[src/rtl/square_sweep_unit_if.sv]
// Interface bundling the strobes, data and shifter handshake of square_sweep_unit.
// The slave side is the sweep unit; the master side is the CPU/frame-counter/shifter.
interface square_sweep_unit_if;
  logic        HALF_FRAME;
  logic        W_SWEEP;
  logic        W_FLO;
  logic        W_FHI;
  logic [7:0]  DIN;
  logic [10:0] S;
  logic [10:0] F;
  logic [2:0]  SR;
  logic        MUTE;
  logic        TICK;

  modport master (
    output HALF_FRAME, W_SWEEP, W_FLO, W_FHI, DIN, S,
    input  F, SR, MUTE, TICK
  );

  modport slave (
    input  HALF_FRAME, W_SWEEP, W_FLO, W_FHI, DIN, S,
    output F, SR, MUTE, TICK
  );
endinterface

[src/rtl/square_sweep_unit.sv]
// Frequency/sweep stage of an APU square channel.
// Holds the 11-bit frequency F, feeds F and SR to the barrel shifter, builds the
// sweep target F +/- S, steps F on half-frame strobes and reports sweep mute.
// NEG_CARRY selects the negate flavour: 0 = square 1 (F - S - 1), 1 = square 2 (F - S).
// Optional macro SQUARE_SWEEP_TIMER_EN adds the channel period timer driving TICK;
// without it TICK is tied low.
module square_sweep_unit #(
  parameter bit NEG_CARRY = 1'b0
) (
  input  logic               ACLK,
  input  logic               RES,
  square_sweep_unit_if.slave bus
);

  logic [10:0] f_q, f_d;
  logic [2:0]  sr_q, sr_d;
  logic        enable_q, enable_d;
  logic        negate_q, negate_d;
  logic [2:0]  period_q, period_d;
  logic [2:0]  divider_q, divider_d;
  logic        reload_q, reload_d;

  logic [10:0] s_operand;
  logic        carry_in;
  logic [11:0] sum;
  logic [10:0] target;
  logic        mute;
  logic        divider_zero;
  logic        sweep_fire;

  // Sweep adder: add or ones'/two's-complement subtract the shifter output; overflow only mutes when adding.
  always_comb begin
    s_operand = bus.S;
    carry_in  = 1'b0;
    if (negate_q) begin
      s_operand = ~bus.S;
      carry_in  = NEG_CARRY;
    end
    sum    = {1'b0, f_q} + {1'b0, s_operand} + {11'd0, carry_in};
    target = sum[10:0];
    mute   = (f_q < 11'd8) | (~negate_q & sum[11]);
  end

  // A half-frame retunes F only when the divider has expired and the sweep is live and unmuted.
  always_comb begin
    divider_zero = (divider_q == 3'd0);
    sweep_fire   = bus.HALF_FRAME & divider_zero & enable_q & (sr_q != 3'd0) & ~mute;
  end

  // Next state: sweep step and divider first, then CPU writes so a written byte or field wins.
  always_comb begin
    f_d       = f_q;
    sr_d      = sr_q;
    enable_d  = enable_q;
    negate_d  = negate_q;
    period_d  = period_q;
    divider_d = divider_q;
    reload_d  = reload_q;

    if (sweep_fire) begin
      f_d = target;
    end

    if (bus.HALF_FRAME) begin
      if (divider_zero || reload_q) begin
        divider_d = period_q;
        reload_d  = 1'b0;
      end else begin
        divider_d = divider_q - 3'd1;
      end
    end

    if (bus.W_FLO) begin
      f_d[7:0] = bus.DIN;
    end

    if (bus.W_FHI) begin
      f_d[10:8] = bus.DIN[2:0];
    end

    if (bus.W_SWEEP) begin
      enable_d = bus.DIN[7];
      period_d = bus.DIN[6:4];
      negate_d = bus.DIN[3];
      sr_d     = bus.DIN[2:0];
      reload_d = 1'b1;
    end
  end

  // Sweep state registers; reset dominates every strobe.
  always_ff @(posedge ACLK) begin
    if (RES) begin
      f_q       <= 11'd0;
      sr_q      <= 3'd0;
      enable_q  <= 1'b0;
      negate_q  <= 1'b0;
      period_q  <= 3'd0;
      divider_q <= 3'd0;
      reload_q  <= 1'b0;
    end else begin
      f_q       <= f_d;
      sr_q      <= sr_d;
      enable_q  <= enable_d;
      negate_q  <= negate_d;
      period_q  <= period_d;
      divider_q <= divider_d;
      reload_q  <= reload_d;
    end
  end

`ifdef SQUARE_SWEEP_TIMER_EN
  logic [10:0] timer_q, timer_d;
  logic        tick_q, tick_d;

  // Period timer: count down, reload from the current F at zero and flag that reload on TICK.
  always_comb begin
    timer_d = timer_q - 11'd1;
    tick_d  = 1'b0;
    if (timer_q == 11'd0) begin
      timer_d = f_q;
      tick_d  = 1'b1;
    end
  end

  // Timer registers; F writes never touch the running count.
  always_ff @(posedge ACLK) begin
    if (RES) begin
      timer_q <= 11'd0;
      tick_q  <= 1'b0;
    end else begin
      timer_q <= timer_d;
      tick_q  <= tick_d;
    end
  end

  assign bus.TICK = tick_q;
`else
  assign bus.TICK = 1'b0;
`endif

  assign bus.F    = f_q;
  assign bus.SR   = sr_q;
  assign bus.MUTE = mute;

endmodule

[src/flat_wrapper.sv]
// flat-port wrapper written by rule: the top's interface ports become plain ports
module square_sweep_unit_flat 
#(
  parameter bit NEG_CARRY = 1'b0
)
  (ACLK, RES, bus_HALF_FRAME, bus_W_SWEEP, bus_W_FLO, bus_W_FHI, bus_DIN, bus_S, bus_F, bus_SR, bus_MUTE, bus_TICK);
  square_sweep_unit_if bus_i ();
  input  logic ACLK;
  input  logic RES;
  input wire logic [$bits(bus_i.HALF_FRAME)-1:0] bus_HALF_FRAME;
  input wire logic [$bits(bus_i.W_SWEEP)-1:0] bus_W_SWEEP;
  input wire logic [$bits(bus_i.W_FLO)-1:0] bus_W_FLO;
  input wire logic [$bits(bus_i.W_FHI)-1:0] bus_W_FHI;
  input wire logic [$bits(bus_i.DIN)-1:0] bus_DIN;
  input wire logic [$bits(bus_i.S)-1:0] bus_S;
  output wire logic [$bits(bus_i.F)-1:0] bus_F;
  output wire logic [$bits(bus_i.SR)-1:0] bus_SR;
  output wire logic [$bits(bus_i.MUTE)-1:0] bus_MUTE;
  output wire logic [$bits(bus_i.TICK)-1:0] bus_TICK;
  assign bus_i.HALF_FRAME = bus_HALF_FRAME;
  assign bus_i.W_SWEEP = bus_W_SWEEP;
  assign bus_i.W_FLO = bus_W_FLO;
  assign bus_i.W_FHI = bus_W_FHI;
  assign bus_i.DIN = bus_DIN;
  assign bus_i.S = bus_S;
  assign bus_F = bus_i.F;
  assign bus_SR = bus_i.SR;
  assign bus_MUTE = bus_i.MUTE;
  assign bus_TICK = bus_i.TICK;
  square_sweep_unit #(.NEG_CARRY(NEG_CARRY)) u_core (.ACLK(ACLK), .RES(RES), .bus(bus_i));
endmodule
[config.mk]
export PLATFORM = sky130hd
export DESIGN_NAME = square_sweep_unit_flat
export DESIGN_NICKNAME = d
export VERILOG_FILES = /design/src/rtl/square_sweep_unit_if.sv /design/src/rtl/square_sweep_unit.sv /design/src/flat_wrapper.sv
export SDC_FILE = /design/constraint.sdc
export NUM_CORES = 1
export LEC_CHECK = 0
export CAP_MARGIN = 30
export CORE_ASPECT_RATIO = 0.75
export CORE_MARGIN = 4
export CORE_UTILIZATION = 49
export DETAILED_ROUTE_END_ITERATION = 6
export PLACE_DENSITY = 0.8
export SETUP_SLACK_MARGIN = 0.5
export SLEW_MARGIN = 10
export SYNTH_ARGS = -nofsm -noshare
export SYNTH_HDL_FRONTEND = slang
export SYNTH_SLANG_ARGS = --single-unit
[constraint.sdc]
create_clock -name ACLK -period 3.4 [get_ports ACLK]
set_clock_uncertainty 0.05 [all_clocks]
set_input_delay 0.51 -clock ACLK [delete_from_list [all_inputs] [get_ports ACLK]]
set_output_delay 0.51 -clock ACLK [all_outputs]
set_load 0.02 [all_outputs]
==> metrics.md, run 1 <==
| Metric | Value |
|---|---|
| Status | complete, no violations |
| Wire length of the first global-routing pass | 6.87 mm |
| Seq cells post-synth | 23 |
| Placement Rows | 17 |
| # IOs | 41 |
| DP Area | 0.00207 mm² |
| Slew @ Worst Pin | 601 ps |
| CP Class | primary input to primary output |
| Crit-path max cell delay | 360 ps |
| Port Buffers | 39 |
| Worst Hold Launch | u_core.period_q[1]$_SDFFE_PP0P_ |
| Design Power | 0.844 mW |
| Worst hold path class | register to register |
| Avg WL per Cell | 16.4 µm |
| Setup crit start kind | primary input |
| GP Congestion | 0.838 |
| Initial antenna violation count | 0 |
| Hpwl dp | 3.25 mm |
| H-tree depth | 1 |
| Critical path arrival | 2300 ps |
| Tmin final | 2860 ps |
| Hold Path Depth | 2 |
| Max Cap Viol | 0 |
| Syn_area_per_cell | 8.78 µm² |
| Worst R2R Setup Slack | 610 ps |
| Worst endpoint required time | 2840 ps |
| Top_reg_cell synth | dfxtp_1 |
| Unrepaired setup endpoints after global routing | true |
| Core Util, Final | 75.2% |
| Root buf cell | clkbuf_8 |
| Final nets | 286 |
| F_max | 350 MHz |
| Post-route insts no fill | 284 |
| Die Wd | 75.0 µm |
| Placed Instances | 260 |
| Total area of sequential cells | 464 µm² |
| Core ar. | 0.00308 mm² |
| Hold Fails Final Rpt | 0 |
| Power Density | 364 mW/mm² |
| 1st-iter DRT viols | 135 |
| Yosys Warn Count | 0 |
| Vias in the first global route | 1,466 |
| Initial core utilization | 53.5% |
| Fillers | 206 |
| Crit-path cells | dlygate4sd2_1 > xor2_1 > ha_2 > o211ai_1 > o211ai_1 > a21boi_2 > o21bai_1 > buf_4 |
| Worst setup margin | 544 ps |
| Distinct cells, synth | 42 |
| Area contributors post-synth | dfxtp_1 28%, mux2i_1 11%, ha_1 9.9% |
| Area leader, netlist | dfxtp_1 |
| Area Growth Syn to Fin | 40.5% |
| Multi-input gate area | 0.00114 mm² |
| Static leakage | 1.08 nW |
| Grt total ovfl | 0 |
| Layout cell share with drive strength beyond 1 | 17.5% |
| Worst Hold End | u_core.period_q[1]$_SDFFE_PP0P_ |
| Pins Over Slew Limit | 0 |
| Critical Path End Type | primary output |
| All-Layer GR Usage | 20.1% |
| FF-to-FF path depth | 10 |
| Cell area after layout | 0.00232 mm² |
| Worst R2R End | u_core.bus.F[1]$_SDFFE_PP0P_ |
| Setup TNS | 0 ps |
| Vias | 1,599 |
| Part of the cycle the worst path needs | 84.0% |
| Mapped Area | 0.00165 mm² |
| Sequential area share after synthesis | 27.9% |
| Clock buffer count from CTS | 3 |
| Hold Slack | 457 ps |
| Syn nets | 227 |
| CTS max path bufs | 2 |
| DR vias/cell | 5.63 |
| Ys async rst share | 0% |
| Clock Sink Count | 23 |
| CTS tree | built |
| Reg clk slew, reported paths | 80 ps |
| Inserted Diodes | 0 |
| Maximum vdd drop | 0.271 mV |
| Number of setup violations in the final report | 0 |
| Commonest cells in the synthesized netlist | 23 x dfxtp_1, 23 x nor2_1, 18 x mux2i_1 |
| Max_slew headroom | 59.8% |
| Final ANT Viol Nets | 0 |
| CP most frequent cell | o211ai_1 |
| CP Max Fanout | 4 |
| Clk_lat worst skew | 260 ps |
| DRC | 0 |
| TritonRoute pass-1 iters | 4 |
| Die ar. | 0.00437 mm² |
| Setup WS pre-CTS | 30.9 ps |
| Die height | 58.3 µm |
| Number of flops mapped to enable cells by yosys | 0 |
| Post-Route WL | 4.66 mm |
| Worst r2r src | u_core.negate_q$_SDFFE_PP0P_ |
| Gate Count Post-Synth | 188 |
| Largest net degree at the start of global routing | 18 |
| Top-area cell type share of the netlist area | 27.9% |
| Slowest CP cell | ha_2 |
==> worst max-delay path, delay by kind of cell <==
family,cells,cell delay [ps]
xor gates and xnor gates,1,150
buffers and inverters,2,420
adders and majority gates,1,360
AOI/OAI and AO/OA,4,840
==> registers in the layout (all words and copies together), names as in the netlist <==
| signal | count |
|---|---|
| u_core.bus.F | 11 |
| u_core.bus.SR | 3 |
| u_core.divider_q | 3 |
| u_core.period_q | 3 |
| u_core.enable_q | 1 |
| u_core.negate_q | 1 |
| u_core.reload_q | 1 |
==> kinds of logic (layout without fill, tap and decap cells) <==
family                     Yosys count  in the layout  synth area share (%)
other                                1              1                 0.227
AOI/OAI and AO/OA                   42             42                  18.3
xor gates and xnor gates            20             20                  10.6
muxes                               18             18                  10.9
and+or+nand+nor                     50             50                  15.2
buffers and inverters               20             78                  5.76
adders and majority gates           14             14                  11.1
DFF                                 23             23                  27.9
==> area by class of cell <==
cell class | count | area share (%)
timing repair buffer | 64 | 25.1
inverter | 10 | 1.62
tap | 38 | 2.05
multi-input combinational | 145 | 49.2
sequential | 23 | 20.0
clock buffer | 4 | 1.94
==> how the worst max path moves through the flow <==
stage | start | to | cells after the start
6_report | bus_S[2] | bus_MUTE | 8
5_1_grt | bus_S[6] | bus_MUTE | 8
3_5_place_dp | bus_S[2] | bus_MUTE | 8
2_1_floorplan | u_core.negate_q$_SDFFE_PP0P_ | u_core.bus.F[8]$_SDFFE_PP0P_ | 12
4_1_cts | bus_S[5] | bus_MUTE | 8
3_3_place_gp | bus_S[4] | bus_MUTE | 8
==> timing repair <==
item / in CTS / in global routing
gates resized for setup: 12 / 12
hold buffers: 0 / 0
setup endpoints to repair: 2 / 12
pin swaps: 9 / 12
buffers inserted: 10 / 10
==> cell usage in the layout (no fill, tap or decap), drive strengths merged, types with 2 or more instances in the layout <==
cell / count
a211oi: 9
o41ai: 2
o21ai: 6
mux2i: 18
o211ai: 4
nor3b: 2
o21a: 2
nand2: 8
dfxtp: 23
a21oi: 9
inv: 10
nor2: 23
a31oi: 2
nand3: 2
o22ai: 2
clkbuf: 4
dlymetal6s2s: 4
xor2: 15
nor4: 2
ha: 13
nand2b: 3
clkdlybuf4s50: 32
xnor2: 5
nor3: 2
or4: 3
dlygate4sd2: 2
buf: 26
==> per-layer routing <==
layer,GRT usage [%],wire length [µm],vias up
met4,3.30,46,0
met5,0,0,-
met3,6.07,386,6
met2,30.9,2170,70
met1,28.0,2050,738
li1,-,-,785
==> power by group <==
| part | internal [mW] | switching, mW | total, mW |
|---|---|---|---|
| clock network | 0.0836 | 0.0876 | 0.171 |
| logic | 0.186 | 0.179 | 0.365 |
| registers | 0.288 | 0.0199 | 0.308 |
No activity file was read; power rests on OpenSTA's default activity.
==> run 2: changes to the inputs <==
--- a/config.mk
+++ b/config.mk
@@ -8,9 +8,9 @@
 export CAP_MARGIN = 30
 export CORE_ASPECT_RATIO = 0.75
 export CORE_MARGIN = 4
-export CORE_UTILIZATION = 49
+export CORE_UTILIZATION = 44
 export DETAILED_ROUTE_END_ITERATION = 6
-export PLACE_DENSITY = 0.8
+export PLACE_DENSITY = 0.75
 export SETUP_SLACK_MARGIN = 0.5
 export SLEW_MARGIN = 10
 export SYNTH_ARGS = -nofsm -noshare
==> constraint.sdc (replaced) <==
create_clock -name ACLK -period 2.6 [get_ports ACLK]
set_clock_uncertainty 0.05 [all_clocks]
set_input_delay 0.39 -clock ACLK [delete_from_list [all_inputs] [get_ports ACLK]]
set_output_delay 0.39 -clock ACLK [all_outputs]
set_load 0.02 [all_outputs]
==> metrics.md, run 2 (same netlist as run 1, synthesis figures left out) <==
| Metric | Value |
|---|---|
| Final ANT Viol Nets | 0 (unchanged) |
| Post-Route WL | 4.77 mm (+2.4%) |
| Worst setup margin | -9.29 ps (-553 ps) |
| Critical Path End Type | primary output |
| Power Density | 449 mW/mm² (+23%) |
| FF-to-FF path depth | 11 (+1) |
| Worst r2r src | u_core.negate_q$_SDFFE_PP0P_ |
| CP Max Fanout | 8 (+4) |
| Setup crit start kind | register |
| Worst R2R Setup Slack | 20 ps (-590 ps) |
| Tmin final | 2610 ps |
| Part of the cycle the worst path needs | 100% |
| # IOs | 41 (unchanged) |
| Fillers | 266 (+29%) |
| Maximum vdd drop | 0.260 mV (-4.0%) |
| Cts-stage hold buffer count | 0 (unchanged) |
| Design Power | 1.14 mW (+35%) |
| Unrepaired setup endpoints after global routing | true |
| GP Congestion | 0.871 (+4.0%) |
| Leading cell types in the layout, fill and taps excluded | 43 x buf_4, 31 x clkdlybuf4s50_1, 23 x nor2_1 |
| Static leakage | 1.19 nW (+9.8%) |
| Layout cell share with drive strength beyond 1 | 27.0% (+9.5 points) |
| Area Growth Syn to Fin | 53.9% |
| Worst R2R End | u_core.bus.F[1]$_SDFFE_PP0P_ |
| Number of setup violations in the final report | 1 (+1) |
| Die Wd | 78.7 µm (+4.9%) |
| Vias in the first global route | 1,622 (+11%) |
| Setup TNS | -9.29 ps (-9.29 ps) |
| F_max | 383 MHz |
| Worst Hold Launch | u_core.period_q[0]$_SDFFE_PP0P_ |
| Initial antenna violation count | 0 (unchanged) |
| Max Cap Viol | 0 (unchanged) |
| Worst Hold End | u_core.period_q[0]$_SDFFE_PP0P_ |
| Max_slew headroom | 64.8% (+5.0 points) |
| CP Class | register to primary output |
| DRC | 0 (unchanged) |
| Grt total ovfl | 0 (unchanged) |
| Hpwl dp | 3.40 mm (+4.7%) |
| Commonest non-fill, non-tap cell in the layout | buf_4 |
| Largest net degree at the start of global routing | 14 (-4) |
| Largest register FFs | 11 (unchanged) |
| Initial core utilization | 47.9% (-5.6 points) |
| CTS max path bufs | 2 (unchanged) |
| Wire length of the first global-routing pass | 7.58 mm (+10%) |
| DR vias/cell | 5.15 (-8.6%) |
| TritonRoute pass-1 iters | 4 (unchanged) |
| Status | complete, but fails checks |
| Core ar. | 0.00345 mm² (+12%) |
| H-tree depth | 1 (unchanged) |
| Root buf cell | clkbuf_8 |
| Clock Sink Count | 23 (unchanged) |
| Worst hold path class | register to register |
| Die ar. | 0.00480 mm² (+9.9%) |
| Slew @ Worst Pin | 526 ps (-74.5 ps) |
| Avg WL per Cell | 15.0 µm (-8.3%) |
| Reg clk slew, reported paths | 80 ps (about the same) |
| Die height | 61.0 µm (+4.8%) |
| Failing checks | setup timing |
| Clock buffer count from CTS | 3 (unchanged) |
| Final nets | 307 (+7.3%) |
| 1st-iter DRT viols | 73 (-46%) |
| CTS tree | built |
| Hold Fails Final Rpt | 0 (unchanged) |
| Vias | 1,631 (+2.0%) |
| Placement Rows | 18 (+1) |
| Pins Over Slew Limit | 0 (unchanged) |
| Port Buffers | 39 (unchanged) |
| Worst endpoint required time | 2160 ps (-680 ps) |
| Hold Path Depth | 2 (unchanged) |
| All-Layer GR Usage | 20.4% (+0.38 points) |
| Critical path arrival | 2170 ps (-130 ps) |
| Inserted Diodes | 0 (unchanged) |
| Clk_lat worst skew | 270 ps (about the same) |
-- run 2: changes by cell type in the layout (fill, tap and decap cells not counted), moves of 2 or more --
cell	change
buf_6	+3
dlygate4sd2_1	+3
a211oi_1	-2
a211oi_2	+2
buf_4	+17
dlymetal6s2s_1	-2
-- run 2: stage by stage --
step / worst slack [ps] / util, % / area [µm²] / hold WS [ps] / instances
6_report: -9.29 / 73.7 / 2540 / 452 / 317
5_1_grt: -138 / 73.7 / 2540 / 503 / 317
4_1_cts: 70.7 / 69.6 / 2400 / 454 / 308
3_5_place_dp: -478 / 66.1 / 2280 / 430 / 297
3_3_place_gp: -438 / 66.1 / 2280 / 424 / 297
2_1_floorplan: 218 / - / 1680 / 410 / 188
-- run 2: area by class of cell --
| cell class | instances | area [µm²] | area share (%) |
|---|---|---|---|
| Clock buffer | 4 | 45.0 | 1.77 |
| Tap cell | 50 | 62.6 | 2.46 |
| Sequential cell | 23 | 464 | 18.3 |
| Multi-Input combinational cell | 145 | 1180 | 46.5 |
| Inverter | 10 | 37.5 | 1.48 |
| Timing Repair Buffer | 85 | 751 | 29.6 |
-- run 2: what timing repair did --
item / in CTS / in global routing
hold endpoints to repair: 0 / 0
pin swaps: 15 / 13
setup buffers: 7 / 9
gates resized for setup: 18 / 16
setup endpoints to repair: 12 / 12
-- run 2: worst max path at each step --
stage,startpoint,slack [ps],to,cells past startpoint
after CTS,u_core.negate_q$_SDFFE_PP0P_,70,u_core.bus.F[5]$_SDFFE_PP0P_,11
after detailed placement,bus_S[1],-480,bus_MUTE,8
after global routing,u_core.negate_q$_SDFFE_PP0P_,-140,u_core.bus.F[1]$_SDFFE_PP0P_,11
after global placement,bus_S[1],-440,bus_MUTE,8
final,u_core.negate_q$_SDFFE_PP0P_,-9,bus_MUTE,8
after floorplan,u_core.negate_q$_SDFFE_PP0P_,220,u_core.bus.F[1]$_SDFFE_PP0P_,10
-- run 2: metal layers --
metal  vias up  track usage, %  wire, µm
li1        825               -         -
met1       763            27.4      2330
met2        38            33.0      2150
met3         5            5.41       253
met4         0            5.99        36
met5         -               0         0
-- run 2: critical path, cell delays in order (launching register included) --
cell and delay (ps):
dfxtp_4 460, xor2_2 180, ha_1 280, a211oi_2 280
o211ai_1 140, buf_4 170, a21boi_2 130, o21bai_1 100
buf_4 160
-- run 2: report_power, final --
group	total [mW]	internal, mW	switching [mW]
combinational	0.512	0.275	0.237
clock	0.227	0.110	0.117
sequential	0.403	0.377	0.0261
total	1.14	0.761	0.380
